## config.mk

```make
export PLATFORM = sky130hd
export DESIGN_NAME = sm83_int_ctl
export DESIGN_NICKNAME = d
export VERILOG_FILES = /design/src/rtl/sm83_pkg.sv /design/src/rtl/sm83_irq_prio.sv /design/src/rtl/sm83_int_ctl.sv
export SDC_FILE = /design/constraint.sdc
export NUM_CORES = 1
export LEC_CHECK = 0
export CORE_MARGIN = 4
export CORE_UTILIZATION = 35
export DETAILED_ROUTE_END_ITERATION = 10
export PLACE_DENSITY = 0.7
export SLEW_MARGIN = 20
export SYNTH_ARGS = -nofsm -noshare
export SYNTH_HDL_FRONTEND = slang
export SYNTH_SLANG_ARGS = --single-unit
```

## constraint.sdc

```tcl
create_clock -name clk -period 3.6 [get_ports clk]
set_input_delay 1.08 -clock clk [delete_from_list [all_inputs] [get_ports clk]]
set_output_delay 1.08 -clock clk [all_outputs]
set_load 0.005 [all_outputs]
```

## src/rtl/sm83_pkg.sv

```systemverilog
// rtl/sm83_pkg.sv - shared types and constants for the SM83 interrupt sequencer
package sm83_pkg;

    localparam int         NUM_IRQS_DEF   = 8;
    localparam logic [7:0] VEC_BASE_DEF   = 8'h40;
    localparam logic [7:0] VEC_STRIDE_DEF = 8'd8;
    localparam logic [2:0] DISP_MCYCLES   = 3'd5;
    // Vector is resolved after the PCH push, so late requests can still win.
    localparam logic [2:0] LATCH_MCYC     = 3'd3;

    typedef logic [NUM_IRQS_DEF-1:0] irq_t;

    typedef enum logic [1:0] {
        IDLE = 2'd0,
        HALT = 2'd1,
        DISP = 2'd2
    } int_state_t;

endpackage

```

## src/rtl/sm83_irq_prio.sv

```systemverilog
// rtl/sm83_irq_prio.sv - lowest-index-wins priority encoder for interrupt lines
module sm83_irq_prio #(
    parameter int N  = 8,
    parameter int IW = (N > 1) ? $clog2(N) : 1
) (
    input  logic [N-1:0]  req,
    output logic [IW-1:0] idx,
    output logic [N-1:0]  onehot,
    output logic          valid
);

    always_comb begin
        idx    = '0;
        onehot = '0;
        valid  = |req;
        // Scan downwards so the lowest set index is the last one written.
        for (int i = N - 1; i >= 0; i--) begin
            if (req[i]) begin
                idx       = IW'(i);
                onehot    = '0;
                onehot[i] = 1'b1;
            end
        end
    end

endmodule

```

## src/rtl/sm83_int_ctl.sv

```systemverilog
// rtl/sm83_int_ctl.sv - SM83 IME, interrupt dispatch and HALT sequencer
module sm83_int_ctl
    import sm83_pkg::*;
#(
    parameter int         NUM_IRQS   = NUM_IRQS_DEF,
    parameter logic [7:0] VEC_BASE   = VEC_BASE_DEF,
    parameter logic [7:0] VEC_STRIDE = VEC_STRIDE_DEF
) (
    input  logic                clk,
    input  logic                n_reset,
    input  logic                mcyc_end,
    input  logic                instr_end,
    input  logic                op_ei,
    input  logic                op_di,
    input  logic                op_reti,
    input  logic                op_halt,
    input  logic [NUM_IRQS-1:0] irq,
    output logic                ime,
    output logic                int_req,
    output logic [2:0]          disp_mcyc,
    output logic [7:0]          vec,
    output logic [NUM_IRQS-1:0] iack,
    output logic                halted,
    output logic                halt_bug
);

    localparam int IW = (NUM_IRQS > 1) ? $clog2(NUM_IRQS) : 1;

    int_state_t          state, state_nxt;
    logic                ei_pend, ei_pend_nxt;
    logic                ime_nxt, int_req_nxt, halted_nxt, halt_bug_nxt;
    logic [2:0]          disp_nxt;
    logic [7:0]          vec_nxt, vec_calc;
    logic [NUM_IRQS-1:0] iack_nxt;

    logic [IW-1:0]       p_idx;
    logic [NUM_IRQS-1:0] p_onehot;
    logic                p_valid;

    logic ime_eff, do_ei, do_halt, accept;

    sm83_irq_prio #(.N(NUM_IRQS), .IW(IW)) u_prio (
        .req    (irq),
        .idx    (p_idx),
        .onehot (p_onehot),
        .valid  (p_valid)
    );

    assign vec_calc = VEC_BASE + 8'(p_idx) * VEC_STRIDE;

    always_comb begin
        state_nxt    = state;
        ime_nxt      = ime;
        ei_pend_nxt  = ei_pend;
        int_req_nxt  = int_req;
        disp_nxt     = disp_mcyc;
        vec_nxt      = vec;
        iack_nxt     = '0;
        halted_nxt   = halted;
        halt_bug_nxt = 1'b0;
        accept       = 1'b0;

        // Op flags should be one-hot; resolve overlaps as di > reti > ei > halt.
        ime_eff = (ime | ei_pend | op_reti) & ~op_di;
        do_ei   = op_ei & ~op_di & ~op_reti;
        do_halt = op_halt & ~op_di & ~op_reti & ~op_ei;

        unique case (state)
            IDLE: begin
                if (instr_end) begin
                    if (ime_eff && p_valid) begin
                        accept = 1'b1;
                    end else begin
                        ime_nxt     = ime_eff;
                        ei_pend_nxt = do_ei;
                        if (do_halt) begin
                            if (p_valid) begin
                                halt_bug_nxt = 1'b1;
                            end else begin
                                halted_nxt = 1'b1;
                                state_nxt  = HALT;
                            end
                        end
                    end
                end
            end
            HALT: begin
                if (mcyc_end && p_valid) begin
                    halted_nxt = 1'b0;
                    if (ime) accept    = 1'b1;
                    else     state_nxt = IDLE;
                end
            end
            DISP: begin
                if (mcyc_end) begin
                    if (disp_mcyc == LATCH_MCYC) begin
                        vec_nxt  = p_valid ? vec_calc : 8'h00;
                        iack_nxt = p_onehot;
                    end
                    if (disp_mcyc == DISP_MCYCLES) begin
                        int_req_nxt = 1'b0;
                        disp_nxt    = 3'd0;
                        state_nxt   = IDLE;
                    end else begin
                        disp_nxt = disp_mcyc + 3'd1;
                    end
                end
            end
            default: state_nxt = IDLE;
        endcase

        if (accept) begin
            state_nxt   = DISP;
            disp_nxt    = 3'd1;
            int_req_nxt = 1'b1;
            ime_nxt     = 1'b0;
            ei_pend_nxt = 1'b0;
        end
    end

    always_ff @(posedge clk or negedge n_reset) begin
        if (!n_reset) begin
            state     <= IDLE;
            ime       <= 1'b0;
            ei_pend   <= 1'b0;
            int_req   <= 1'b0;
            disp_mcyc <= 3'd0;
            vec       <= 8'h00;
            iack      <= '0;
            halted    <= 1'b0;
            halt_bug  <= 1'b0;
        end else begin
            state     <= state_nxt;
            ime       <= ime_nxt;
            ei_pend   <= ei_pend_nxt;
            int_req   <= int_req_nxt;
            disp_mcyc <= disp_nxt;
            vec       <= vec_nxt;
            iack      <= iack_nxt;
            halted    <= halted_nxt;
            halt_bug  <= halt_bug_nxt;
        end
    end

endmodule

```

* Word level (Yosys, flattened, before mapping)
Index checks and enable logic that the tools add are counted. Widths: inputs -> output; s select.
Operators by class: reductions and logical operators 16, mux-type cells 62, equal/unequal tests 18, add/sub/neg operators 2, bitwise logic cells 11
Operator list (number):
- $mux 8 | 12
- $mux 3 | 12
- $mux 1 | 26
- $ne 3x3->1 const B | 8
- $mux 2 | 9
- $ne 2x2->1 const B | 6
- $reduce_bool 2->1 | 6
- $reduce_and 3->1 | 3
- $add 7x6->8 const A | 1
- $reduce_and 8->1 | 1
- $reduce_or 8->1 | 1
- $and 1x1->1 | 6
- $pmux 2 s3 | 1
- $reduce_and 6->1 | 1
- $pmux 1 s2 | 2
- $add 3x1->3 const B | 1
- $eq 3x2->1 const B | 1
- $eq 3x3->1 const B | 1
- $not 1->1 | 3
- $eq 2x1->1 const B | 1
- $eq 2x2->1 const B | 1
- $logic_and 1x1->1 | 2
- $logic_not 2->1 | 1
- $or 1x1->1 | 2
- $reduce_and 2->1 | 1
Word-level totals: output and inout port bits 23, register bits 26

* Logic depth before layout (Yosys ltp)
Gate-level depths: netlist of run 1.
depth in word-level cells 11, depth in mapped cells 6, mapped depth without buffers 5

* Modules after synthesis
Synthesis of run 1 repeated with hierarchy kept, for this count alone.
Unflattened totals: cell total of the unflattened synthesis 122, area, all modules 1193.6 um2
Modules (own cells, without submodules):
- sm83_int_ctl | times used 1, area an instance 1048.5 um2, cells an instance 99, sequential area each 550.5 um2
- sm83_irq_prio | times used 1, area an instance 145.1 um2, cells an instance 23, sequential area each 0.0 um2

* Worst setup path after synthesis of run 1
No wires, ideal clock.
kind input -> register, start in instr_end, end reg state[0], buffers on the path 1, arrival time 2264 ps, library setup time 73 ps, setup slack 1262 ps, stages 5, cell sequence or3b_1 > buf_2 > or4_4 > nand2b_4 > a21oi_2
Between the ends: cells in the longest elaborated chain, start to end 4, elaborated cells between the ends (all ways) 12
RTL lines:
- from (decl) | line sm83_int_ctl.sv:12 | input logic instr_end,
- $mux 1 | line sm83_int_ctl.sv:70 | if (instr_end) begin
- $pmux 1 s2 | line sm83_int_ctl.sv:68 | unique case (state)
- $ne 3x3->1 (no line)
- $reduce_and 8->1 (no line)
- to (signal assigned) | line sm83_int_ctl.sv:133 | state <= state_nxt;
- to (decl) | line sm83_int_ctl.sv:29 | int_state_t state, state_nxt;
Several ways; a longest one is shown, not always the timed one. A chain may end at the register's enable or synchronous reset.

* Final worst setup path of run 1
start in irq[4], end reg ei_pend
Between the ends: cells in the longest elaborated chain, start to end 7, elaborated cells between the ends (all ways) 12
RTL lines:
- from (decl) | line sm83_int_ctl.sv:17 | input logic [NUM_IRQS-1:0] irq,
- $reduce_or 8->1 (*) | line sm83_irq_prio.sv:15 | valid = |req;
- $logic_and 1x1->1 | line sm83_int_ctl.sv:71 | if (ime_eff && p_valid) begin
- $mux 1 | line sm83_int_ctl.sv:71
- $mux 1 | line sm83_int_ctl.sv:70
- $pmux 1 s2 | line sm83_int_ctl.sv:68
- $ne 2x2->1 (no line) or $reduce_bool 2->1 (tied branches)
- $reduce_and 3->1 (no line)
- to (signal assigned) | line sm83_int_ctl.sv:135 | ei_pend <= ei_pend_nxt;
- to (decl) | line sm83_int_ctl.sv:30 | logic ei_pend, ei_pend_nxt;
Mark *: on every way between the ends. The rest lies on a longest branch, timed or not.

==> reports/results.md, run 1 <==
| Quantity | Reported | Unit |
| --- | --- | --- |
| Type of element launching the critical path | input pin | - |
| H-tree depth | 1 | - |
| Area of all placed cells without fillers | 1430 | um2 |
| Clock-pin slew reported for the worst setup and hold paths after clock tree synthesis | 110 | ps |
| Run status | finished clean | - |
| Main area contributors after synthesis | sky130_fd_sc_hd__dfrtp_1, sky130_fd_sc_hd__nor3_1, sky130_fd_sc_hd__buf_4, sky130_fd_sc_hd__nor2_1, sky130_fd_sc_hd__o21ai_0 | - |
| Cells after Synth | 103 | - |
| Total count of max-transition violations in the final report | 0 | - |
| Share of final-layout standard cells stronger than drive strength 1 | 0.0662 | - |
| Maximum number of buffers from clock root to sink | 2 | - |
| Area of the core | 2830 | um2 |
| Pin count of the biggest net entering global routing | 23 | - |
| Number of cells on the worst reg-to-reg path | 4 | - |
| Remaining global-route overflow | 0 | - |
| Netlist cell types | 38 | - |
| Max-cap viol count | 0 | - |
| Post-CTS Repair Setup Buffers | 0 | - |
| Worst IR drop on VDD | 0.288 | mV |
| Category of the critical setup timing path | in -> reg | - |
| Overall fraction of global-route tracks in use | 0.120 | - |
| Global-route wire length before repair | 3.92 | mm |
| Mean area per synthesized cell | 10.3 | um2 |
| Fraction of synthesized area in multiplexers | 0 | - |
| Final RePlAce weighted congestion | 0.875 | - |
| Vias in the first global route | 882 | - |
| Setup repair after global routing missed its margin | false | - |
| Final worst path period share | 0.725 | - |
| Count of routing violations after the opening detailed-route iteration | 38 | - |
| Die area | 3970 | um2 |
| FF-to-FF End | state[0]$_DFFE_PN0P_ | - |
| Critical path fanouts, max | 7 | - |
| Detailed-router iteration count before antenna repair | 4 | - |
| Resize count post-CTS | 0 | - |
| Number of flops mapped to enable cells by yosys | 0 | - |
| Tightest Hold Check Type | reg -> reg | - |
| Total count of hold-check failures in the final report | 0 | - |
| Share of the synthesized netlist area taken by xor and xnor gates | 0 | - |
| Power Density | 493 | nW/um2 |
| Filler Cell Count | 273 | - |
| Placed instance area | 1410 | um2 |
| Post-detailed-placement half-perimeter wirelength | 1.79 | mm |
| Height of the die | 63.0 | um |
| Clock buffer count from CTS | 3 | - |
| Number of buffers inserted by port buffering | 34 | - |
| Yosys warning total | 0 | - |
| Via-to-Cell Ratio | 5.28 | - |
| Post-Route Skew | 0.938 | ps |
| Number of vias after detailed routing | 882 | - |
| Diode insertion count for antenna repair | 0 | - |
| Critical path data required time | 3820 | ps |
| Total Nets Final | 155 | - |
| Portion of synthesized cell area occupied by the leading cell type | 0.519 | - |
| Count of state elements after synthesis | 22 | - |
| Final antenna-violating net count | 0 | - |
| Timing-limited maximum frequency | 0.383 | GHz |
| Netlist area before placement | 1060 | um2 |
| Sequential share of the synthesized area | 0.519 | - |
| Endpoint, Worst Hold | vec[6]$_DFFE_PN0P_ | - |
| Arrival time at the worst endpoint | 2830 | ps |
| Rows | 19 | - |
| Largest family of logic cells by synthesized area | simple AND/OR/NAND/NOR gates | - |
| Area growth from synthesis to final layout | 34.9 | % |
| Width of the die | 63.0 | um |
| Share of synthesized registers carrying an async set or reset | 1.00 | - |
| Leakage | 0.649 | nW |
| Leading cell type in the layout, fill and taps excluded | sky130_fd_sc_hd__clkdlybuf4s50_1 | - |
| Setup slack of the most critical reg-to-reg path | 1830 | ps |
| CTS tree | yes | - |
| Nature of the critical path endpoint | flop | - |
| Starting Density | 0.375 | - |
| Total Routed Length | 2.32 | mm |
| Final routed DRC violation total | 0 | - |
| CTS Sinks | 22 | - |
| Final critical-path required period | 2610 | ps |
| Complex-gate fraction of the synthesized area | 0.163 | - |
| Worst R2R Start | state[0]$_DFFE_PN0P_ | - |
| Root Buffer | sky130_fd_sc_hd__clkbuf_4 | - |
| Final setup vio count | 0 | - |
| Leading cell types in the layout, fill and taps excluded | sky130_fd_sc_hd__clkdlybuf4s50_1, sky130_fd_sc_hd__dfrtp_1, sky130_fd_sc_hd__nor2_1, sky130_fd_sc_hd__nor3_1, sky130_fd_sc_hd__inv_1 | - |
| Initial antenna violation count | 0 | - |
| Number of cells traversed by the worst hold path | 2 | - |
| Hold Crit Start | vec[6]$_DFFE_PN0P_ | - |
| Average wire per cell in the routed design | 13.9 | um |
| Main synth FF type | sky130_fd_sc_hd__dfrtp_1 | - |
| Clock network latency to the later pin of the worst-skew pair | 290 | ps |
| Setup Total Neg Slack | 0 | ps |
| Cell taking the most area after synthesis | sky130_fd_sc_hd__dfrtp_1 | - |
| Hold-fix buffers at CTS | 0 | - |
| IO Count | 39 | - |
| Fraction of the mapped netlist area in adder cells | 0.0118 | - |
| Fraction of the mapped netlist area in simple logic gates | 0.234 | - |
[sequential cells by signal (all words and copies together) (netlist names)]
signal,flops
iack,8
ei_pend,1
ime,1
vec,4
state,2
halted,1
int_req,1
halt_bug,1
disp_mcyc,3
[worst max-delay path: stages]
cell and delay, ps:
sky130_fd_sc_hd__clkdlybuf4s50_1 470, sky130_fd_sc_hd__nor4_1 460, sky130_fd_sc_hd__and3_1 420, sky130_fd_sc_hd__o311ai_0 190, sky130_fd_sc_hd__a31oi_1 200
[per-stage QoR]
step                      power, W  hold WS (ps)  setup WS, ps  cells   util
final                     0.000705           494           990    167  0.506
after global routing      0.000762           537           780    167  0.506
after CTS                 0.000715           502          1010    167  0.506
after detailed placement  0.000604           474           713    164  0.498
after global placement    0.000600           473           753    164  0.498
after floorplan           0.000472           467          1260    106      -
[layout make-up]
type / instances / area, um2 / area share
well taps: 31 / 38.8 / 0.0271
inverters: 6 / 22.5 / 0.0157
clock buffers: 3 / 22.5 / 0.0157
multi-input cells: 70 / 448 / 0.313
flip-flops and latches: 22 / 551 / 0.385
repair buffers: 35 / 348 / 0.243
[how the worst max path moves through the flow]
stage	endpoint	from	cells past startpoint	slack, ps
floorplan	state[0]$_DFFE_PN0P_	instr_end	5	1260
global placement	state[0]$_DFFE_PN0P_	irq[4]	5	750
detailed placement	ei_pend$_DFFE_PN0P_	irq[4]	5	710
CTS	ei_pend$_DFFE_PN0P_	irq[4]	5	1010
global route	ei_pend$_DFFE_PN0P_	irq[4]	5	780
finish	ei_pend$_DFFE_PN0P_	irq[4]	5	990
[synth_stat cells, types with 2 or more instances]
| library cell | count |
|---|---|
| sky130_fd_sc_hd__a21oi_1 | 4 |
| sky130_fd_sc_hd__a31oi_1 | 2 |
| sky130_fd_sc_hd__and2_1 | 3 |
| sky130_fd_sc_hd__and3_1 | 3 |
| sky130_fd_sc_hd__and3b_1 | 2 |
| sky130_fd_sc_hd__buf_2 | 4 |
| sky130_fd_sc_hd__buf_4 | 4 |
| sky130_fd_sc_hd__dfrtp_1 | 22 |
| sky130_fd_sc_hd__inv_1 | 6 |
| sky130_fd_sc_hd__nand2_1 | 5 |
| sky130_fd_sc_hd__nand2b_1 | 2 |
| sky130_fd_sc_hd__nand3_1 | 2 |
| sky130_fd_sc_hd__nor2_1 | 7 |
| sky130_fd_sc_hd__nor3_1 | 7 |
| sky130_fd_sc_hd__o21ai_0 | 5 |
| sky130_fd_sc_hd__o311ai_0 | 2 |
| sky130_fd_sc_hd__o41ai_1 | 2 |
[routing by layer]
metal / vias up / global-route usage / routed length [um]
met4: 0 / 0.0386 / 0
met5: - / 0 / 0
met3: 0 / 0.0360 / 187
met1: 407 / 0.150 / 1060
li1: 436 / - / -
met2: 39 / 0.198 / 1080
[power breakdown]
group          switching, W  leakage [nW]  internal [W]
Combinational      0.000108         0.345      0.000147
Clock             0.0000688        0.0138     0.0000389
Sequential        0.0000435         0.291      0.000299
Total              0.000220         0.649      0.000485
[kinds of logic (layout without fill, tap and decap cells)]
family	after synthesis	count (layout)
adder cells (fa/ha/maj)	1	1
other	1	4
flip-flops	22	22
AND/OR/NAND/NOR	41	41
buffers and inverters	14	44
AO/OA/AOI/OAI	24	24
No activity file was read; power rests on OpenSTA's default activity.
==> run 2: changes to the inputs <==
PLACE_DENSITY = 0.73   (was 0.7)
clock period = 2.3 ns   (was 3.6 ns; I/O delays follow)
==> run 2 against run 1 <==
First-iteration DRC count decreased by 34%. Highest routed layer is now met4. Clock skew increased by 0.64 ps. Sequential power increased by 57%. Global-route usage increased by 1.5 points. Largest cell class unchanged. Final area increased by 8.3%. Count of clock-buffer cells in the layout increased by 1. Worst setup slack got worse by 720 ps. Critical endpoint is now state[0]$_DFFE_PN0P_. Register-to-register slack got worse by 1200 ps. Sequential share of layout area decreased by 3.0 points. Flip-flop and latch count unchanged. Cell count increased by 9.0%. Clock power increased by 94%.
==> reports/results.md, run 2 (same netlist as run 1, synthesis figures left out) <==
| Quantity | Reported | Unit |
| --- | --- | --- |
| Critical Path Stages | 5 | - |
| Sequence of cells on the critical path | clkdlybuf4s50_1 > or3b_1 > or4_4 > nand2b_4 > a21oi_2 | - |
| Initial antenna violation count | 0 | - |
| Detailed-router iteration count before antenna repair | 4 | - |
| Max FFs per register | 8 | - |
| Type of element launching the critical path | input pin | - |
| Category of the critical setup timing path | in -> reg | - |
| Launch point of the worst path | instr_end | - |
| Remaining global-route overflow | 0 | - |
| Final routed DRC violation total | 0 | - |
| Global-route track usage on met3 | 0.0360 | - |
| Leakage | 0.725 | nW |
| Count of routing violations after the opening detailed-route iteration | 25 | - |
| Total Routed Length | 2.48 | mm |
| Total Nets Final | 169 | - |
| Final setup vio count | 0 | - |
| Run status | finished clean | - |
| Die area | 3970 | um2 |
| Global-route wire length before repair | 4.37 | mm |
| Final antenna-violating net count | 0 | - |
| Setup slack of the most critical reg-to-reg path | 610 | ps |
| Reg with most FFs | iack | - |
| Resize count post-CTS | 0 | - |
| Top flop regs | iack (8), vec (4), disp_mcyc (3) | - |
| Setup repair after global routing missed its margin | false | - |
| CTS Sinks | 22 | - |
| Final instance count without filler cells | 182 | - |
| Max-cap viol count | 0 | - |
| Clock-pin slew reported for the worst setup and hold paths after clock tree synthesis | 120 | ps |
| Share of final-layout standard cells stronger than drive strength 1 | 0.159 | - |
| Post-CTS Repair Setup Buffers | 0 | - |
| Post-layout power | 0.00117 | W |
| Starting Density | 0.375 | - |
| Tightest Hold Check Type | reg -> reg | - |
| Number of buffers inserted by port buffering | 34 | - |
| Endpoint, Worst Hold | vec[5]$_DFFE_PN0P_ | - |
| Root Buffer | sky130_fd_sc_hd__clkbuf_4 | - |
| Diode insertion count for antenna repair | 0 | - |
| Worst IR drop on VDD | 0.431 | mV |
| Area of the core | 2830 | um2 |
| Leading cell types in the layout, fill and taps excluded | sky130_fd_sc_hd__clkdlybuf4s50_1, sky130_fd_sc_hd__dfrtp_1, sky130_fd_sc_hd__buf_4 | - |
| Number of vias after detailed routing | 928 | - |
| CTS tree | yes | - |
| Total count of hold-check failures in the final report | 0 | - |
| Average wire per cell in the routed design | 13.6 | um |
| Hold-fix buffers at CTS | 0 | - |
| Critical path data required time | 2540 | ps |
| IO Count | 39 | - |
| FF-to-FF End | state[0]$_DFFE_PN0P_ | - |
| Vias in the first global route | 951 | - |
| Slowest CP cell | sky130_fd_sc_hd__or4_4 | - |
| Met2 Usage GRT | 0.216 | - |
| Crit path buffers/inverters | 1 | - |
| Critical path fanouts, max | 3 | - |
| H-tree depth | 1 | - |
| Post-Route Skew | 1.57 | ps |
| Nature of the critical path endpoint | flop | - |
| Area growth from synthesis to final layout | 46.2 | % |
| Final RePlAce weighted congestion | 0.873 | - |
| Height of the die | 63.0 | um |
| Top Family by Delay on Critical Path | simple AND/OR/NAND/NOR gates | - |
| Clock network latency to the later pin of the worst-skew pair | 300 | ps |
| Total count of max-transition violations in the final report | 0 | - |
| Worst R2R Start | state[0]$_DFFE_PN0P_ | - |
| Via-to-Cell Ratio | 5.10 | - |
| Timing-limited maximum frequency | 0.492 | GHz |
| Pin count of the biggest net entering global routing | 23 | - |
| Filler Cell Count | 259 | - |
| Power Density | 758 | nW/um2 |
| Rows | 19 | - |
| Hold Crit Start | vec[5]$_DFFE_PN0P_ | - |
| Met1 track demand over resource | 0.178 | - |
| Cell count after placement | 178 | - |
| Arrival time at the worst endpoint | 2280 | ps |
| Post-detailed-placement half-perimeter wirelength | 1.98 | mm |
| Overall fraction of global-route tracks in use | 0.135 | - |
| Maximum number of buffers from clock root to sink | 2 | - |
| Leading cell type in the layout, fill and taps excluded | sky130_fd_sc_hd__clkdlybuf4s50_1 | - |
| Delay contributed by the slowest stage of the critical path | 510 | ps |
| Number of cells on the worst reg-to-reg path | 4 | - |
| Layer carrying the most global-route usage | met2 | - |
| Final critical-path required period | 2030 | ps |
| Clock buffer count from CTS | 3 | - |
| Width of the die | 63.0 | um |
| Final worst path period share | 0.884 | - |
| Number of cells traversed by the worst hold path | 2 | - |
## run 2: worst reg2reg max path, delay by kind of cell, from the launching register on
family,cells,cell delay (ps)
AND/OR/NAND/NOR,3,1090
flip-flops,1,460
AO/OA/AOI/OAI,1,100
## run 2: how the worst max path moves through the flow
stage / endpoint / slack (ps)
after floorplan: state[0]$_DFFE_PN0P_ / 350
after global placement: state[0]$_DFFE_PN0P_ / -40
after detailed placement: state[0]$_DFFE_PN0P_ / -70
after CTS: state[0]$_DFFE_PN0P_ / 270
after global routing: disp_mcyc[1]$_DFFE_PN0P_ / 180
final: state[0]$_DFFE_PN0P_ / 270
## run 2: final cells by class
cell class	instances	area, um2	area share
inverter	6	22.5	0.0145
multi-input combinational	70	448	0.289
tap	31	38.8	0.0250
sequential	22	551	0.355
clock buffer	4	36.3	0.0234
timing repair buffer	49	453	0.292
## run 2: routing by layer
layer / up-vias / wire (um)
li1: 460 / -
met1: 430 / 1150
met2: 34 / 1130
met3: 4 / 177
met4: 0 / 27
met5: - / 0
## run 2: stage by stage
step                      instance area, um2  setup WS (ps)  utilization  setup TNS, ps  hold WS [ps]
after global placement                  1510          -37.3        0.535          -37.3           477
after CTS                               1550            270        0.548              0           512
after global routing                    1550            181        0.548              0           528
final                                   1550            268        0.548              0           506
after floorplan                         1070            352            -              0           394
after detailed placement                1510          -67.5        0.535           -103           482
## run 2: where the power goes
| group | total (W) | internal, W | switching [W] |
|---|---|---|---|
| clock | 0.000209 | 0.0000966 | 0.000112 |
| sequential | 0.000539 | 0.000469 | 0.0000699 |
| combinational | 0.000426 | 0.000254 | 0.000172 |
